<file path="config.mk">
export PLATFORM = sky130hd
export DESIGN_NAME = render_scheduler_flat
export DESIGN_NICKNAME = d
export VERILOG_FILES = /design/src/rtl/render_scheduler_pkg.sv /design/src/rtl/render_scheduler_if.sv /design/src/rtl/render_scheduler_sprite_table.sv /design/src/rtl/render_scheduler.sv /design/src/flat_wrapper.sv
export SDC_FILE = /design/constraint.sdc
export NUM_CORES = 1
export LEC_CHECK = 0
export BUFFER_PORTS_ARGS = -buffer_cell sky130_fd_sc_hd__buf_2
export CAP_MARGIN = 20
export CORE_UTILIZATION = 40
export DETAILED_ROUTE_END_ITERATION = 10
export RECOVER_POWER = 50
export SETUP_SLACK_MARGIN = 0.1
export SLEW_MARGIN = 15
export SYNTH_ARGS = -nofsm -noshare
export SYNTH_HDL_FRONTEND = slang
export SYNTH_SLANG_ARGS = --single-unit
</file>
<file path="constraint.sdc">
create_clock -name clk -period 2.3 [get_ports clk]
set_input_delay 0 -clock clk [delete_from_list [all_inputs] [get_ports clk]]
set_output_delay 0 -clock clk [all_outputs]
set_load 0.01 [all_outputs]
</file>
<file path="src/rtl/render_scheduler_pkg.sv">
// Shared types and sizes for the render scheduler: FSM states, sprite entry layout, field widths.
// Pure declarations, no logic.
package render_scheduler_pkg;

  localparam int          N_SPRITES   = 16;
  localparam int          IDX_W       = 4;
  localparam int          TILE_ADDR_W = 8;
  localparam int          POS_W       = 10;
  localparam int unsigned TIMEOUT_DEF = 65536;

  typedef enum logic [2:0] {
    ST_IDLE,
    ST_SCAN,
    ST_ARM,
    ST_RUN,
    ST_DONE
  } state_t;

  typedef struct packed {
    logic [TILE_ADDR_W-1:0] tile;
    logic [POS_W-1:0]       top;
    logic [POS_W-1:0]       left;
  } sprite_t;

  function automatic logic idx_is_last(input logic [IDX_W-1:0] idx);
    return idx == IDX_W'(N_SPRITES - 1);
  endfunction

endpackage

</file>
<file path="src/rtl/render_scheduler_if.sv">
// Sprite-table write port plus the render_tile control bus (restart, parameters, finish).
// master = scheduler side, slave = CPU/table writer and tile engine side.
interface render_scheduler_if;
  import render_scheduler_pkg::*;

  logic                   tbl_wr;
  logic [IDX_W-1:0]       tbl_idx;
  logic                   tbl_valid;
  logic [TILE_ADDR_W-1:0] tbl_tile;
  logic [POS_W-1:0]       tbl_top;
  logic [POS_W-1:0]       tbl_left;

  logic                   tile_rstn;
  logic [TILE_ADDR_W-1:0] tile_addr;
  logic [POS_W-1:0]       tile_top;
  logic [POS_W-1:0]       tile_left;
  logic                   tile_finish;

  modport master (
    input  tbl_wr, tbl_idx, tbl_valid, tbl_tile, tbl_top, tbl_left,
    output tile_rstn, tile_addr, tile_top, tile_left,
    input  tile_finish
  );

  modport slave (
    output tbl_wr, tbl_idx, tbl_valid, tbl_tile, tbl_top, tbl_left,
    input  tile_rstn, tile_addr, tile_top, tile_left,
    output tile_finish
  );

endinterface

</file>
<file path="src/rtl/render_scheduler_sprite_table.sv">
// N-entry sprite register file: one write port (visible next cycle), async read by index.
// Only the valid bits are reset; entry data is don't-care until written.
module render_scheduler_sprite_table
  import render_scheduler_pkg::*;
(
  input  logic             clk,
  input  logic             rstn,
  input  logic             wr,
  input  logic [IDX_W-1:0] wr_idx,
  input  logic             wr_valid,
  input  sprite_t          wr_ent,
  input  logic [IDX_W-1:0] rd_idx,
  output logic             rd_valid,
  output sprite_t          rd_ent
);

  logic [N_SPRITES-1:0] valid_q, valid_d;
  sprite_t              ent_q [N_SPRITES];
  sprite_t              ent_d [N_SPRITES];

  always_comb begin
    valid_d = valid_q;
    ent_d   = ent_q;
    if (wr) begin
      valid_d[wr_idx] = wr_valid;
      ent_d[wr_idx]   = wr_ent;
    end
  end

  always_ff @(posedge clk or negedge rstn) begin
    if (!rstn) begin
      valid_q <= '0;
    end else begin
      valid_q <= valid_d;
    end
  end

  always_ff @(posedge clk) begin
    ent_q <= ent_d;
  end

  assign rd_valid = valid_q[rd_idx];
  assign rd_ent   = ent_q[rd_idx];

endmodule

</file>
<file path="src/rtl/render_scheduler.sv">
// Per-frame sequencer: walks the sprite table and runs render_tile once per valid entry.
// One SCAN cycle per entry, ARM+RUN per render; frame_start while busy is dropped and flagged.
module render_scheduler
  import render_scheduler_pkg::*;
#(
  parameter int unsigned TIMEOUT = TIMEOUT_DEF
) (
  input  logic              clk,
  input  logic              rstn,
  input  logic              frame_start,
  input  logic              err_clr,
  render_scheduler_if.master bus,
  output logic              busy,
  output logic [IDX_W-1:0]  cur_idx,
  output logic              frame_done,
  output logic              overrun,
  output logic              timeout_err
);

  localparam int                WDOG_W    = (TIMEOUT > 1) ? $clog2(TIMEOUT) : 1;
  localparam logic [WDOG_W-1:0] WDOG_LAST = WDOG_W'(TIMEOUT - 1);

  state_t              state_q, state_d;
  logic [IDX_W-1:0]    idx_q, idx_d;
  logic [WDOG_W-1:0]   wdog_q, wdog_d;
  logic                tile_rstn_q, tile_rstn_d;
  sprite_t             ent_q, ent_d;
  logic                overrun_q, overrun_d;
  logic                timeout_q, timeout_d;

  logic                advance;
  logic                timeout_set;
  logic                overrun_set;
  logic                rd_valid;
  sprite_t             rd_ent;
  sprite_t             wr_ent;

  assign wr_ent = '{tile: bus.tbl_tile, top: bus.tbl_top, left: bus.tbl_left};

  render_scheduler_sprite_table u_table (
    .clk      (clk),
    .rstn     (rstn),
    .wr       (bus.tbl_wr),
    .wr_idx   (bus.tbl_idx),
    .wr_valid (bus.tbl_valid),
    .wr_ent   (wr_ent),
    .rd_idx   (idx_q),
    .rd_valid (rd_valid),
    .rd_ent   (rd_ent)
  );

  always_comb begin
    state_d     = state_q;
    idx_d       = idx_q;
    wdog_d      = wdog_q;
    tile_rstn_d = tile_rstn_q;
    ent_d       = ent_q;
    advance     = 1'b0;
    timeout_set = 1'b0;

    case (state_q)
      ST_IDLE: begin
        if (frame_start) begin
          idx_d   = '0;
          state_d = ST_SCAN;
        end
      end
      ST_SCAN: begin
        if (rd_valid) begin
          ent_d   = rd_ent;
          state_d = ST_ARM;
        end else if (idx_is_last(idx_q)) begin
          state_d = ST_DONE;
        end else begin
          idx_d = idx_q + 1'b1;
        end
      end
      ST_ARM: begin
        wdog_d      = '0;
        tile_rstn_d = 1'b1;
        state_d     = ST_RUN;
      end
      ST_RUN: begin
        // finish is checked first so a finish on the last watchdog cycle is not an error
        if (bus.tile_finish) begin
          advance = 1'b1;
        end else if (wdog_q == WDOG_LAST) begin
          advance     = 1'b1;
          timeout_set = 1'b1;
        end else begin
          wdog_d = wdog_q + 1'b1;
        end
        if (advance) begin
          tile_rstn_d = 1'b0;
          if (idx_is_last(idx_q)) begin
            state_d = ST_DONE;
          end else begin
            idx_d   = idx_q + 1'b1;
            state_d = ST_SCAN;
          end
        end
      end
      ST_DONE: begin
        state_d = ST_IDLE;
      end
      default: begin
        state_d     = ST_IDLE;
        tile_rstn_d = 1'b0;
      end
    endcase
  end

  assign overrun_set = frame_start && (state_q != ST_IDLE);
  assign overrun_d   = overrun_set | (overrun_q & ~err_clr);
  assign timeout_d   = timeout_set | (timeout_q & ~err_clr);

  always_ff @(posedge clk or negedge rstn) begin
    if (!rstn) begin
      state_q     <= ST_IDLE;
      idx_q       <= '0;
      wdog_q      <= '0;
      tile_rstn_q <= 1'b0;
      ent_q       <= '0;
      overrun_q   <= 1'b0;
      timeout_q   <= 1'b0;
    end else begin
      state_q     <= state_d;
      idx_q       <= idx_d;
      wdog_q      <= wdog_d;
      tile_rstn_q <= tile_rstn_d;
      ent_q       <= ent_d;
      overrun_q   <= overrun_d;
      timeout_q   <= timeout_d;
    end
  end

  assign bus.tile_rstn = tile_rstn_q;
  assign bus.tile_addr = ent_q.tile;
  assign bus.tile_top  = ent_q.top;
  assign bus.tile_left = ent_q.left;
  assign busy          = (state_q != ST_IDLE);
  assign cur_idx       = idx_q;
  assign frame_done    = (state_q == ST_DONE);
  assign overrun       = overrun_q;
  assign timeout_err   = timeout_q;

endmodule

</file>
<file path="src/flat_wrapper.sv">
// flat-port wrapper written by rule: the top's interface ports become plain ports
module render_scheduler_flat import render_scheduler_pkg::*;
#(
  parameter int unsigned TIMEOUT = TIMEOUT_DEF
)
  (clk, rstn, frame_start, err_clr, busy, cur_idx, frame_done, overrun, timeout_err, bus_tbl_wr, bus_tbl_idx, bus_tbl_valid, bus_tbl_tile, bus_tbl_top, bus_tbl_left, bus_tile_rstn, bus_tile_addr, bus_tile_top, bus_tile_left, bus_tile_finish);
  render_scheduler_if bus_i ();
  input  logic clk;
  input  logic rstn;
  input  logic frame_start;
  input  logic err_clr;
  output logic busy;
  output logic [IDX_W-1:0] cur_idx;
  output logic frame_done;
  output logic overrun;
  output logic timeout_err;
  input wire logic [$bits(bus_i.tbl_wr)-1:0] bus_tbl_wr;
  input wire logic [$bits(bus_i.tbl_idx)-1:0] bus_tbl_idx;
  input wire logic [$bits(bus_i.tbl_valid)-1:0] bus_tbl_valid;
  input wire logic [$bits(bus_i.tbl_tile)-1:0] bus_tbl_tile;
  input wire logic [$bits(bus_i.tbl_top)-1:0] bus_tbl_top;
  input wire logic [$bits(bus_i.tbl_left)-1:0] bus_tbl_left;
  output wire logic [$bits(bus_i.tile_rstn)-1:0] bus_tile_rstn;
  output wire logic [$bits(bus_i.tile_addr)-1:0] bus_tile_addr;
  output wire logic [$bits(bus_i.tile_top)-1:0] bus_tile_top;
  output wire logic [$bits(bus_i.tile_left)-1:0] bus_tile_left;
  input wire logic [$bits(bus_i.tile_finish)-1:0] bus_tile_finish;
  assign bus_i.tbl_wr = bus_tbl_wr;
  assign bus_i.tbl_idx = bus_tbl_idx;
  assign bus_i.tbl_valid = bus_tbl_valid;
  assign bus_i.tbl_tile = bus_tbl_tile;
  assign bus_i.tbl_top = bus_tbl_top;
  assign bus_i.tbl_left = bus_tbl_left;
  assign bus_tile_rstn = bus_i.tile_rstn;
  assign bus_tile_addr = bus_i.tile_addr;
  assign bus_tile_top = bus_i.tile_top;
  assign bus_tile_left = bus_i.tile_left;
  assign bus_i.tile_finish = bus_tile_finish;
  render_scheduler #(.TIMEOUT(TIMEOUT)) u_core (.clk(clk), .rstn(rstn), .frame_start(frame_start), .err_clr(err_clr), .bus(bus_i), .busy(busy), .cur_idx(cur_idx), .frame_done(frame_done), .overrun(overrun), .timeout_err(timeout_err));
endmodule
</file>
**Yosys cells after proc, flatten, opt, wreduce, memory -nomap -nowiden**

Index checks and enable logic that the tools add are counted.

- Bits in registers: 518

- $add $sub $neg: 2
- $lt $le $gt $ge: 6
- Equality and inequality tests: 12
- Muxes and demuxes: 32
- Bitwise logic cells: 8
- Reduce and logical (&&, ||, !) cells: 13

Operators with widths:

| operator | count |
|---|---|
| 448-bit bitwise mux | 1 |
| 28-bit binary-select mux with 4-bit select | 1 |
| 28-bit demux with 4-bit select | 1 |
| 28-bit 2-to-1 mux | 3 |
| 16-bit 2-to-1 mux | 2 |
| 16-bit case mux with 2 select lines | 1 |
| 16-bit by 1-bit adder with 16-bit output, second input constant | 1 |
| 16-bit bitwise mux | 1 |
| 16-bit == test, second input constant | 1 |
| 4-bit 2-to-1 mux | 4 |
| 3-bit 2-to-1 mux | 5 |
| 3-bit case mux with 4 select lines | 1 |
| 4-bit case mux with 3 select lines | 1 |
| 5-bit >= comparator, second input constant | 2 |
| 4-bit by 5-bit < comparator with 1-bit output, second input constant | 2 |
| 4-bit inverter with 5-bit output | 2 |
| 1-bit 2-to-1 mux | 8 |
| 2-bit inequality test, second input constant | 4 |
| 3-bit by 2-bit == test with 1-bit output, second input constant | 2 |
| 3-bit AND reduction | 2 |
| 3-bit nonzero test | 2 |
| 5-bit by 1-bit < comparator with 1-bit output, second input constant | 1 |
| 4-bit by 1-bit adder with 4-bit output, second input constant | 1 |
| 1-bit binary-select mux with 4-bit select | 1 |
| other kinds (17) | 23 |

**Longest topological paths before layout**

Gate-level depths: netlist of run 1.

- Word-level depth: 6
- Mapped depth: 9
- Mapped depth without buffers: 6

**Hierarchy**

Synthesis of run 1 repeated with hierarchy kept, for this count alone.

- Cell total of the unflattened synthesis: 968
- Area total of the unflattened synthesis: 20095.5 um2

Modules (own cells, without submodules):

| module | times used | cells an instance | area each (um2) |
|---|---|---|---|
| render_scheduler_sprite_table | 1 | 749 | 17555.6 |
| render_scheduler | 1 | 219 | 2539.9 |

**Worst setup path after synthesis of run 1**

OpenSTA, ideal clock, no wires.

- Kind: input port to flip-flop
- From: input port bus_tbl_idx[1]
- To: register u_core.u_table.valid_q[0]
- Setup time: 0.125 ns
- Arrival: 2.980 ns
- Data required time: 2.175 ns
- Path slack: -0.805 ns
- Stages on the path: 3
- Cell sequence: or3b_2 -> nor3_1 -> mux2_2

- Cells in the longest elaborated chain, start to end: 5

RTL lines:

| what | line | source |
|---|---|---|
| start: declaration | flat_wrapper.sv:18 | `input wire logic [$bits(bus_i.tbl_idx)-1:0] bus_tbl_idx;` |
| 4-bit by 5-bit < comparator with 1-bit output (not written as such) / 4-bit by 1-bit >= comparator with 1-bit output (equally long branches) | render_scheduler_sprite_table.sv:25 | `valid_d[wr_idx] = wr_valid;` |
| 1-bit logical AND (not written as such) | render_scheduler_sprite_table.sv:25 |  |
| 1-bit 2-to-1 mux (not written as such) | render_scheduler_sprite_table.sv:25 |  |
| 1-bit demux with 4-bit select (*) | render_scheduler_sprite_table.sv:25 |  |
| 16-bit bitwise mux (*) | render_scheduler_sprite_table.sv:25 |  |
| end signal: assignment | render_scheduler_sprite_table.sv:34 | `valid_q <= valid_d;` |
| end: declaration | render_scheduler_sprite_table.sv:17 | `logic [N_SPRITES-1:0] valid_q, valid_d;` |

Mark *: on every way between the ends. The rest lies on a longest branch, timed or not.
A chain may end at the register's enable or synchronous reset.

**Worst setup path after layout of run 1**

- From: register u_core.idx_q[0] (netlist: u_core.cur_idx[0])
- To: register u_core.ent_q, in the netlist u_core.bus.tile_top[8]

- Cells in the longest elaborated chain, start to end: 4

RTL lines:

| what | line | source |
|---|---|---|
| start: declaration | render_scheduler.sv:24 | `logic [IDX_W-1:0] idx_q, idx_d;` |
| start signal: assignment | render_scheduler.sv:128 | `idx_q <= idx_d;` |
| 4-bit inverter with 5-bit output (not written as such) | render_scheduler_sprite_table.sv:43 | `assign rd_ent = ent_q[rd_idx];` |
| 28-bit binary-select mux with 4-bit select | render_scheduler_sprite_table.sv:43 |  |
| 28-bit 2-to-1 mux (not written as such) (2 in a row) | render_scheduler_sprite_table.sv:43 |  |
| end signal: assignment | render_scheduler.sv:131 | `ent_q <= ent_d;` |
| end: declaration | render_scheduler.sv:27 | `sprite_t ent_q, ent_d;` |

Parallel ways exist; a longest one is shown, timed or not. The select of a mux whose other input is x is not followed.

==> impl_metrics.toml, run 1 <==
[status]
status = "complete, but fails checks"
violations = "capacitance limit, slew limit"

[setup_path]
crit_required_ps = 2790
r2r-start = "u_core.cur_idx[0]"
slowest_delay_ps = 560
end_kind = "flop"
path_max_fanout = 9
worst-setup-path-type = "flop to flop"
startpoint = "u_core.cur_idx[0]"
rrSetupSlack_ps = 50
r2r_cells = 5
crit_arrival_ps = 2740
worstPathCellList = "buf_12 -> buf_16 -> mux4_1 -> mux4_2 -> mux2_4"
worst_setup_path_start_kind = "flop"
critical-path-slowest-cell = "mux4_1"
r2r_end = "u_core.bus.tile_top[8]"

[detailed_routing]
drt_iter0_drc = 793
vias_per_cell = 5.35
drc = 0
vias = 9902
antenna_violating_nets_post_route = 0
dr.pass1.iters = 5
detail_route.wl_per_cell_um = 24.9
totalWireLength_um = 46100

[hold_path]
hold_path_end = "u_core.u_table.valid_q[1]"
hold_path_depth = 3
min_from = "bus_tbl_idx[2]"
hold_class = "input port to flop"

[placed_design]
place_area_um2 = 22400
hpwl_um = 26200
gp_congestion = 0.776
pre_cts_slack_ps = 27.2
place_inst = 1693
io_buffer_count = 75

[global_route]
grt_use_met2_pct = 27.9
grt_usage_pct = 17.7
grt_pass1_vias = 10200
grt_pass1_wl_um = 67600
grt_max_degree = 47
top_usage_layer = "met2"
grt-ovfl-total = 0
met3_usage_pct = 3.49
grt_util_met1_pct = 25.6
antenna_found_initial = 2

[clock_network]
cts.sinks = 518
clk_latency_ps = 610
path_clk_slew_ps = 60
clockRootBuffer = "clkbuf_16"
numCtsBuffers = 53
cts_tree = "done"
cts_buffer_depth = 3
htree_levels = 2

[die]
num_rows = 82
die_w_um = 228
die_height_um = 228
start_util_pct = 40.7
core-area_um2 = 50300
die-area_um2 = 52100
ios = 76

[sta]
hold_viol_final = 0
clock_skew_ps = 26.4
fin_ws_ps = 49.7
period_minus_slack_ps = 2250
setup_violations = 0
max_freq_ghz = 0.444
fin_crit_sh_pct = 97.8
rsz0062_at_grt = "true"
report.final.slew_viol_count = 11
max_slew.worst_pin.slew_ps = 1600
slew_headroom_pct = -6.79

[yosys]
synth.distinct_cells = 51
netlist_instances = 907
yosys_warnings = 0
avgSynthCellArea_um2 = 22.6
synth_area_leaders = "edfxtp_1 66%, mux4_2 10%, dfrtp_1 8.6%"
synth_top_area_share_pct = 65.7
ys_ff_latch = 518
synth_top_area_cell = "edfxtp_1"
synth_edf_count = 448
synth_nets = 948
async_flop_share_pct = 13.5
syn_area_um2 = 20500
ys.flop_type = "edfxtp_1"
synth-seq-area-share_pct = 74.3

[final_layout]
antenna_cells = 0
final_cell_area_um2 = 24800
layout.cells.non_filler = 1852
drive_above_1_share_pct = 37.6
fin_nets = 1176
area_growth_pct = 21.1

[power]
leakagePower_uw = 0.00835
finalPower_uw = 28500
vdd.ir_drop.worst_mv = 0.654
p_per_area_nw_per_um2 = 1150

[job]
maxCapViolations = 1
final cells by class:
cell class	instances	area (um2)
clock buffers	73	1500
well taps	672	841
multi-input cells	340	4930
clock inverters	27	287
fillers	4115	25500
repair buffers	216	1990
inverters	6	22.5
flip-flops and latches	518	15200
state kept, by name, indices dropped and copies added (netlist names):
signal,cells
u_core.timeout_err,1
u_core.overrun,1
u_core.u_table.ent_q,448
u_core.bus.tile_top,10
u_core.u_table.valid_q,16
u_core.bus.tile_addr,8
u_core.bus.tile_left,10
u_core.wdog_q,16
u_core.cur_idx,4
u_core.bus.tile_rstn,1
u_core.state_q,3
critical path, delay by kind of cell (launching register included):
kind     cells  cell delay, ps
flops        1             500
mux          3            1290
buf+inv      2             350
where the power goes:
group	internal [uW]	switching [uW]
combinational	4980	3510
clock	5140	3580
sequential	10800	483
cell families (layout without fill, tap and decap cells):
family	count (synthesis)	count (layout)	synth area share [%]
multiplexers	193	193	19.8
buffers and inverters	49	322	1.66
AO/OA/AOI/OAI	30	30	0.990
AND/OR/NAND/NOR	107	107	2.82
XOR/XNOR	8	8	0.342
adder cells (fa/ha/maj)	2	2	0.122
flip-flops	518	518	74.3
metrics by stage:
stage,setup TNS [ps],hold WS (ps),util [%]
final,0,45.8,49.3
after CTS,0,14.7,49.0
after floorplan,-101,-296,-
after global routing,0,38.9,49.3
after global placement,-0.856,54.8,44.5
after detailed placement,0,44.4,44.5
how the worst max path moves through the flow:
stage                                     end  cells after the start
floorplan           u_core.u_table.valid_q[4]                      3
global placement      u_core.bus.tile_addr[0]                      5
detailed placement    u_core.bus.tile_addr[0]                      5
CTS                   u_core.bus.tile_addr[0]                      5
global route          u_core.bus.tile_addr[0]                      8
finish                 u_core.bus.tile_top[8]                      5
timing repair:
item	in CTS	in global routing
cloned	1	5
buffers inserted	4	13
hold endpoints to repair	546	0
setup endpoints to repair	28	32
pin swaps	0	4
resized for setup	3	28
hold buffers	36	0
synthesized netlist by cell type (all sizes together), types with 6 or more instances:
cell type / n
a21oi: 6
and4: 6
buf: 21
clkbuf: 22
dfrtp: 70
edfxtp: 448
inv: 6
mux2: 46
mux4: 142
nand2: 13
nand2b: 7
nand3: 12
nor2: 27
nor3: 8
o21ai: 9
cells in the final DEF (no fill, tap or decap), types with 6 or more instances in the layout:
cell	n
buf_12	26
buf_2	43
buf_4	63
clkbuf_1	45
clkbuf_16	59
clkbuf_8	8
clkinv_2	14
dfrtp_1	66
dlygate4sd3_1	35
edfxtp_1	448
inv_1	6
mux2_2	19
mux2_4	27
mux4_2	139
nand2_1	13
nand2b_1	6
nand3_1	10
nor2_1	20
nor2_4	7
o21ai_0	8
per-layer routing:
layer | wire length [um] | vias up
met4 | 655 | 4
met5 | 23 | -
met3 | 2370 | 49
li1 | - | 4273
met1 | 20800 | 5325
met2 | 22200 | 251
Note: power is estimated with default switching activity, not from simulation.
==> run 2: changes to the inputs <==
--- a/config.mk
+++ b/config.mk
@@ -5,7 +5,7 @@
 export SDC_FILE = /design/constraint.sdc
 export NUM_CORES = 1
 export LEC_CHECK = 0
-export BUFFER_PORTS_ARGS = -buffer_cell sky130_fd_sc_hd__buf_2
+export BUFFER_PORTS_ARGS = -buffer_cell sky130_fd_sc_hd__buf_4
 export CAP_MARGIN = 20
 export CORE_UTILIZATION = 40
 export DETAILED_ROUTE_END_ITERATION = 10
==> run 2 against run 1 <==
Effect of this change: the flow finishes with violations (setup timing); die area unchanged; combinational power grew 6.8%; sequential power about the same; maximum frequency fell by 2.6%; critical path depth is 1 higher; count of clock-buffer cells in the layout fell by 5; clock skew down 7.2 ps; final cell count unchanged; hold slack better by 9.3 ps; critical path type unchanged; critical endpoint is now u_core.bus.tile_top[2]; largest cell class unchanged; largest power group unchanged.
==> impl_metrics.toml, run 2 (synthesis results as in run 1) <==
[hold_path]
hold_class = "input port to flop"
min_from = "bus_tbl_idx[3]"
hold_path_end = "u_core.u_table.ent_q[379]"
hold_path_depth = 3

[sta]
max_slew.worst_pin.slew_ps = 1470
hold_viol_final = 0
period_minus_slack_ps = 2310
slew_headroom_pct = 1.74
report.final.slew_viol_count = 0
clock_skew_ps = 19.3
rsz0062_at_grt = "true"
fin_ws_ps = -11.0
setup_violations = 1
hold_ws_ps = 55.1
max_freq_ghz = 0.433
fin_crit_sh_pct = 100

[final_layout]
largest-register = "u_core.u_table.ent_q"
fillers = 4071
final_util_pct = 49.4
layout.cells.non_filler = 1852
fin_nets = 1176
area_growth_pct = 21.4
drive_above_1_share_pct = 37.4
largest_reg_flops = 448
reg_top3 = "u_core.u_table.ent_q (448), u_core.u_table.valid_q (16), u_core.wdog_q (16)"
final_cell_area_um2 = 24800
final_cell_mix = "448 x edfxtp_1, 135 x mux4_2, 100 x buf_4"
layout_commonest_cell = "edfxtp_1"

[global_route]
grt_pass1_wl_um = 68400
grt-ovfl-total = 0
grt_pass1_vias = 10400
antenna_found_initial = 2
grt_usage_pct = 17.9
grt_max_degree = 71

[status]
violations = "setup timing"
status = "complete, but fails checks"

[clock_network]
clockRootBuffer = "clkbuf_16"
cts_buffer_depth = 3
clk_latency_ps = 600
cts.sinks = 518
numCtsBuffers = 53
cts_tree = "done"
htree_levels = 2
path_clk_slew_ps = 60

[placed_design]
place_area_um2 = 22400
place_inst = 1683
io_buffer_count = 75
hpwl_um = 24700
gp_congestion = 0.764

[setup_path]
r2r_cells = 6
critical-path-slowest-cell = "dfrtp_4"
crit_arrival_ps = 2790
r2r-start = "u_core.cur_idx[0]"
crit_required_ps = 2780
rrSetupSlack_ps = -10
path_max_fanout = 11
worst_setup_path_start_kind = "flop"
slowest_delay_ps = 500
r2r_end = "u_core.bus.tile_top[2]"
end_kind = "flop"
worst-setup-path-type = "flop to flop"
worstPathCellList = "buf_6 -> buf_12 -> buf_12 -> mux4_2 -> mux4_2 -> mux2_4"

[detailed_routing]
totalWireLength_um = 45900
detail_route.wl_per_cell_um = 24.8
vias = 10000
dr.pass1.iters = 5
drt_iter0_drc = 833
antenna_violating_nets_post_route = 0
drc = 0
vias_per_cell = 5.41

[die]
start_util_pct = 40.7
die_w_um = 228
ios = 76
die_height_um = 228
die-area_um2 = 52100
num_rows = 82
core-area_um2 = 50300

[power]
vdd.ir_drop.worst_mv = 0.557
leakagePower_uw = 0.00834
p_per_area_nw_per_um2 = 1160

[job]
maxCapViolations = 0
==> run 2: changes by cell type in the layout (fill, tap and decap cells not counted), sizes merged <==
cell      previous run  this run
clkinvlp             2         5
clkinv              19        20
bufbuf               1         0
diode                0         1
buf                138       142
inv                  7         9
clkbuf             115       107
bufinv               5         3
==> run 2: what timing repair did <==
item                                   4_1_cts  5_1_grt
pin swaps                                    5        8
setup endpoints to repair                   27       33
cloned                                       5        3
endpoints found under the hold margin      543        0
buffers inserted                            19       10
resized for setup                           44       14
hold buffers                                35        0
==> run 2: per-stage QoR <==
stage               power [uW]  TNS [ps]  worst slack, ps
CTS                      28600     -21.9            -9.90
floorplan                16900      -101            -33.7
finish                   28700     -11.0            -11.0
global placement         19100         0             6.89
detailed placement       19100     -64.6            -51.2
global route             30000      -983            -70.7
==> run 2: worst max-delay path by stage <==
stage                                endpoint         startpoint  cells past startpoint
detailed placement    u_core.bus.tile_addr[2]  u_core.cur_idx[0]                      5
global placement      u_core.bus.tile_addr[0]  u_core.cur_idx[0]                      5
floorplan           u_core.u_table.valid_q[4]     bus_tbl_idx[1]                      3
global route           u_core.bus.tile_top[5]  u_core.cur_idx[0]                      6
CTS                   u_core.bus.tile_addr[3]  u_core.cur_idx[0]                      6
finish                 u_core.bus.tile_top[2]  u_core.cur_idx[0]                      6
==> run 2: area by class of cell <==
type                            instances  area, um2  area share (%)
Tap cell                              672        841            3.38
Sequential cell                       518      15200            61.2
Antenna cell                            1       2.50          0.0101
Timing Repair Buffer                  216       2110            8.49
Clock buffer                           68       1440            5.81
Clock inverter                         31        246           0.992
Inverter                                6       22.5          0.0907
Multi-Input combinational cell        340       4960            20.0
==> run 2: critical path, delay by kind of cell, from the launching register on <==
family,cells,cell delay (ps)
muxes,3,1270
DFF,1,500
buffers and inverters,3,430
==> run 2: metal layers <==
metal,up-vias,track usage (%),part of all wire [%]
met4,2,4.28,1.5
met5,-,0,0.022
met3,55,2.88,4.1
met2,242,27.8,47
met1,5439,26.6,47
li1,4278,-,-
==> run 2: power breakdown <==
group          internal [uW]  switching [uW]
logic                   5430            3640
registers              10800             523
clock network           4770            3540
==> run 3: changes to the inputs <==
--- a/config.mk
+++ b/config.mk
@@ -7,8 +7,9 @@
 export LEC_CHECK = 0
 export BUFFER_PORTS_ARGS = -buffer_cell sky130_fd_sc_hd__buf_4
 export CAP_MARGIN = 20
-export CORE_UTILIZATION = 40
+export CORE_UTILIZATION = 32
 export DETAILED_ROUTE_END_ITERATION = 10
+export GPL_TIMING_DRIVEN = 0
 export RECOVER_POWER = 50
 export SETUP_SLACK_MARGIN = 0.1
 export SLEW_MARGIN = 15
==> constraint.sdc (replaced) <==
create_clock -name clk -period 2.3 [get_ports clk]
set_input_delay 0.345 -clock clk [delete_from_list [all_inputs] [get_ports clk]]
set_output_delay 0.345 -clock clk [all_outputs]
set_load 0.01 [all_outputs]
==> run 3 against run 2 <==
Effect of this change: the run still ends with setup timing left; combinational power grew 2%; total power grew 0.75%; worst setup slack lost 61 ps; final cell count grew 7.0%; non-clock buffer count shrank 45; clock power grew 2.8%; via count shrank 1.6%; clock skew grew 27 ps; largest power group unchanged; highest routed layer unchanged.
==> impl_metrics.toml, run 3 (synthesis results as in run 1) <==
[final_layout]
final_util_pct = 39.7
layout_commonest_cell = "edfxtp_1"
largest_reg_flops = 448
fillers = 5629
seq_area_um2 = 15200
reg_top3 = "u_core.u_table.ent_q (448), u_core.u_table.valid_q (16), u_core.wdog_q (16)"
antenna_cells = 0
drive_above_1_share_pct = 37.6
largest-register = "u_core.u_table.ent_q"
multi_input_area_um2 = 5020
fin_nets = 1131
final_cell_mix = "448 x edfxtp_1, 132 x mux4_2, 69 x dfrtp_1"
area_growth_pct = 22.4

[clock_network]
clk_latency_ps = 620
numCtsBuffers = 53
clockRootBuffer = "clkbuf_16"
cts.sinks = 518
htree_levels = 2
cts_tree = "done"
path_clk_slew_ps = 60
cts_buffer_depth = 3

[sta]
tns_ps = -1370
hold_viol_final = 0
rsz0062_at_grt = "true"
fin_ws_ps = -72.4
hold_ws_ps = 62.3
clock_skew_ps = 46.3
report.final.slew_viol_count = 0
slew_headroom_pct = 11.4
period_minus_slack_ps = 2370
max_slew.worst_pin.slew_ps = 1320
setup_violations = 27
fin_crit_sh_pct = 103
max_freq_ghz = 0.422

[die]
ios = 76
die_w_um = 255
num_rows = 92
die_height_um = 255
die-area_um2 = 65000
core-area_um2 = 63100
start_util_pct = 32.4

[global_route]
grt_max_degree = 71
grt_usage_pct = 15.0
antenna_found_initial = 3
grt-ovfl-total = 0
grt_pass1_vias = 10300
grt_pass1_wl_um = 69300

[detailed_routing]
vias = 9852
antenna_violating_nets_post_route = 0
dr.pass1.iters = 5
detail_route.wl_per_cell_um = 24.1
totalWireLength_um = 47800
drt_iter0_drc = 833
drc = 0
vias_per_cell = 4.97

[power]
pwr-share-clk_pct = 29.5
internal_power_uw = 21000
leakagePower_uw = 0.00828
p_sw_share_pct = 27.5
finalPower_uw = 29000
vdd.ir_drop.worst_mv = 0.496
seqPwrFrac_pct = 38.6
p_comb_share_pct = 31.9
p_per_area_nw_per_um2 = 1160
switchingPower_uw = 7960

[setup_path]
worstPathCellList = "buf_6 -> buf_12 -> buf_6 -> nor2b_1 -> a22oi_2 -> nand3_2 -> a21oi_4 -> buf_12 -> buf_12 -> mux2_4"
crit_arrival_ps = 2860
worst-setup-path-type = "flop to flop"
worst_setup_path_start_kind = "flop"
critPathMostFrequentCell = "buf_12"
critical-path-slowest-cell = "dfrtp_1"
slowest_delay_ps = 390
end_kind = "flop"
path_delay_family = "buffers and inverters"
path_max_fanout = 10
rrSetupSlack_ps = -70
crit_required_ps = 2780
path_buf_inv = 5

[job]
maxCapViolations = 0

[placed_design]
pre_cts_slack_ps = -633
io_buffer_count = 75
hpwl_um = 30100
gp_congestion = 0.765

[status]
status = "complete, but fails checks"
violations = "setup timing"

[hold_path]
hold_class = "input port to flop"
==> run 3: cell types whose count changed in the layout (fill, tap and decap cells not counted), sizes merged, moves of 3 or more <==
| cell | previous run | this run |
|---|---|---|
| dlygate4sd3 | 35 | 3 |
| buf | 142 | 115 |
| clkbuf | 107 | 117 |
| clkinv | 20 | 26 |
| clkinvlp | 5 | 1 |
| bufinv | 3 | 6 |
==> run 3: what timing repair did <==
action,4_1_cts,5_1_grt
hold endpoints to repair,32,0
setup buffers,12,2
pin swaps,2,6
gates resized for setup,71,22
setup endpoints to repair,37,40
cloned,4,1
hold buffers,3,0
==> run 3: worst paths after layout <==
| check | depth (start not counted) | to | start |
|---|---|---|---|
| max | 10 | u_core.bus.tile_top[7] | u_core.cur_idx[0] |
| min | 2 | u_core.u_table.valid_q[1] | bus_tbl_valid |
| max reg2reg | 10 | u_core.bus.tile_top[7] | u_core.cur_idx[0] |
| min reg2reg | 1 | u_core.u_table.valid_q[12] | u_core.u_table.valid_q[12] |
| max in group asynchronous | 2 | u_core.cur_idx[1] | rstn |
| min in group asynchronous | 2 | u_core.bus.tile_addr[2] | rstn |
==> run 3: metal layers <==
metal,part of all wire [%],GRT usage (%)
met3,4.9,2.75
met5,0.073,0
met2,47,23.3
met4,1.8,4.04
met1,46,21.6
==> run 3: through the flow <==
step	instances	area, um2
finish	1981	25000
global route	1981	25000
CTS	1978	25000
detailed placement	1859	22800
global placement	1828	22100
floorplan	907	20400
==> run 3: final cells by class <==
cell class / instances / area share [%]
multi-input combinational: 340 / 20.1
timing repair buffer: 128 / 5.78
tap: 846 / 4.23
inverter: 6 / 0.0899
buffer: 43 / 2.13
clock buffer: 65 / 5.56
clock inverter: 35 / 1.44
sequential: 518 / 60.7
==> run 3: power groups by stage <==
stage          logic, uW  registers (uW)  clock network, uW
3_5_place_dp        8200           11400                  0
4_1_cts             9150           11200               8740
5_1_grt             9800           11200               9080
3_3_place_gp        8020           11400                  0
2_1_floorplan       5500           11400                  0
6_report            9230           11200               8550
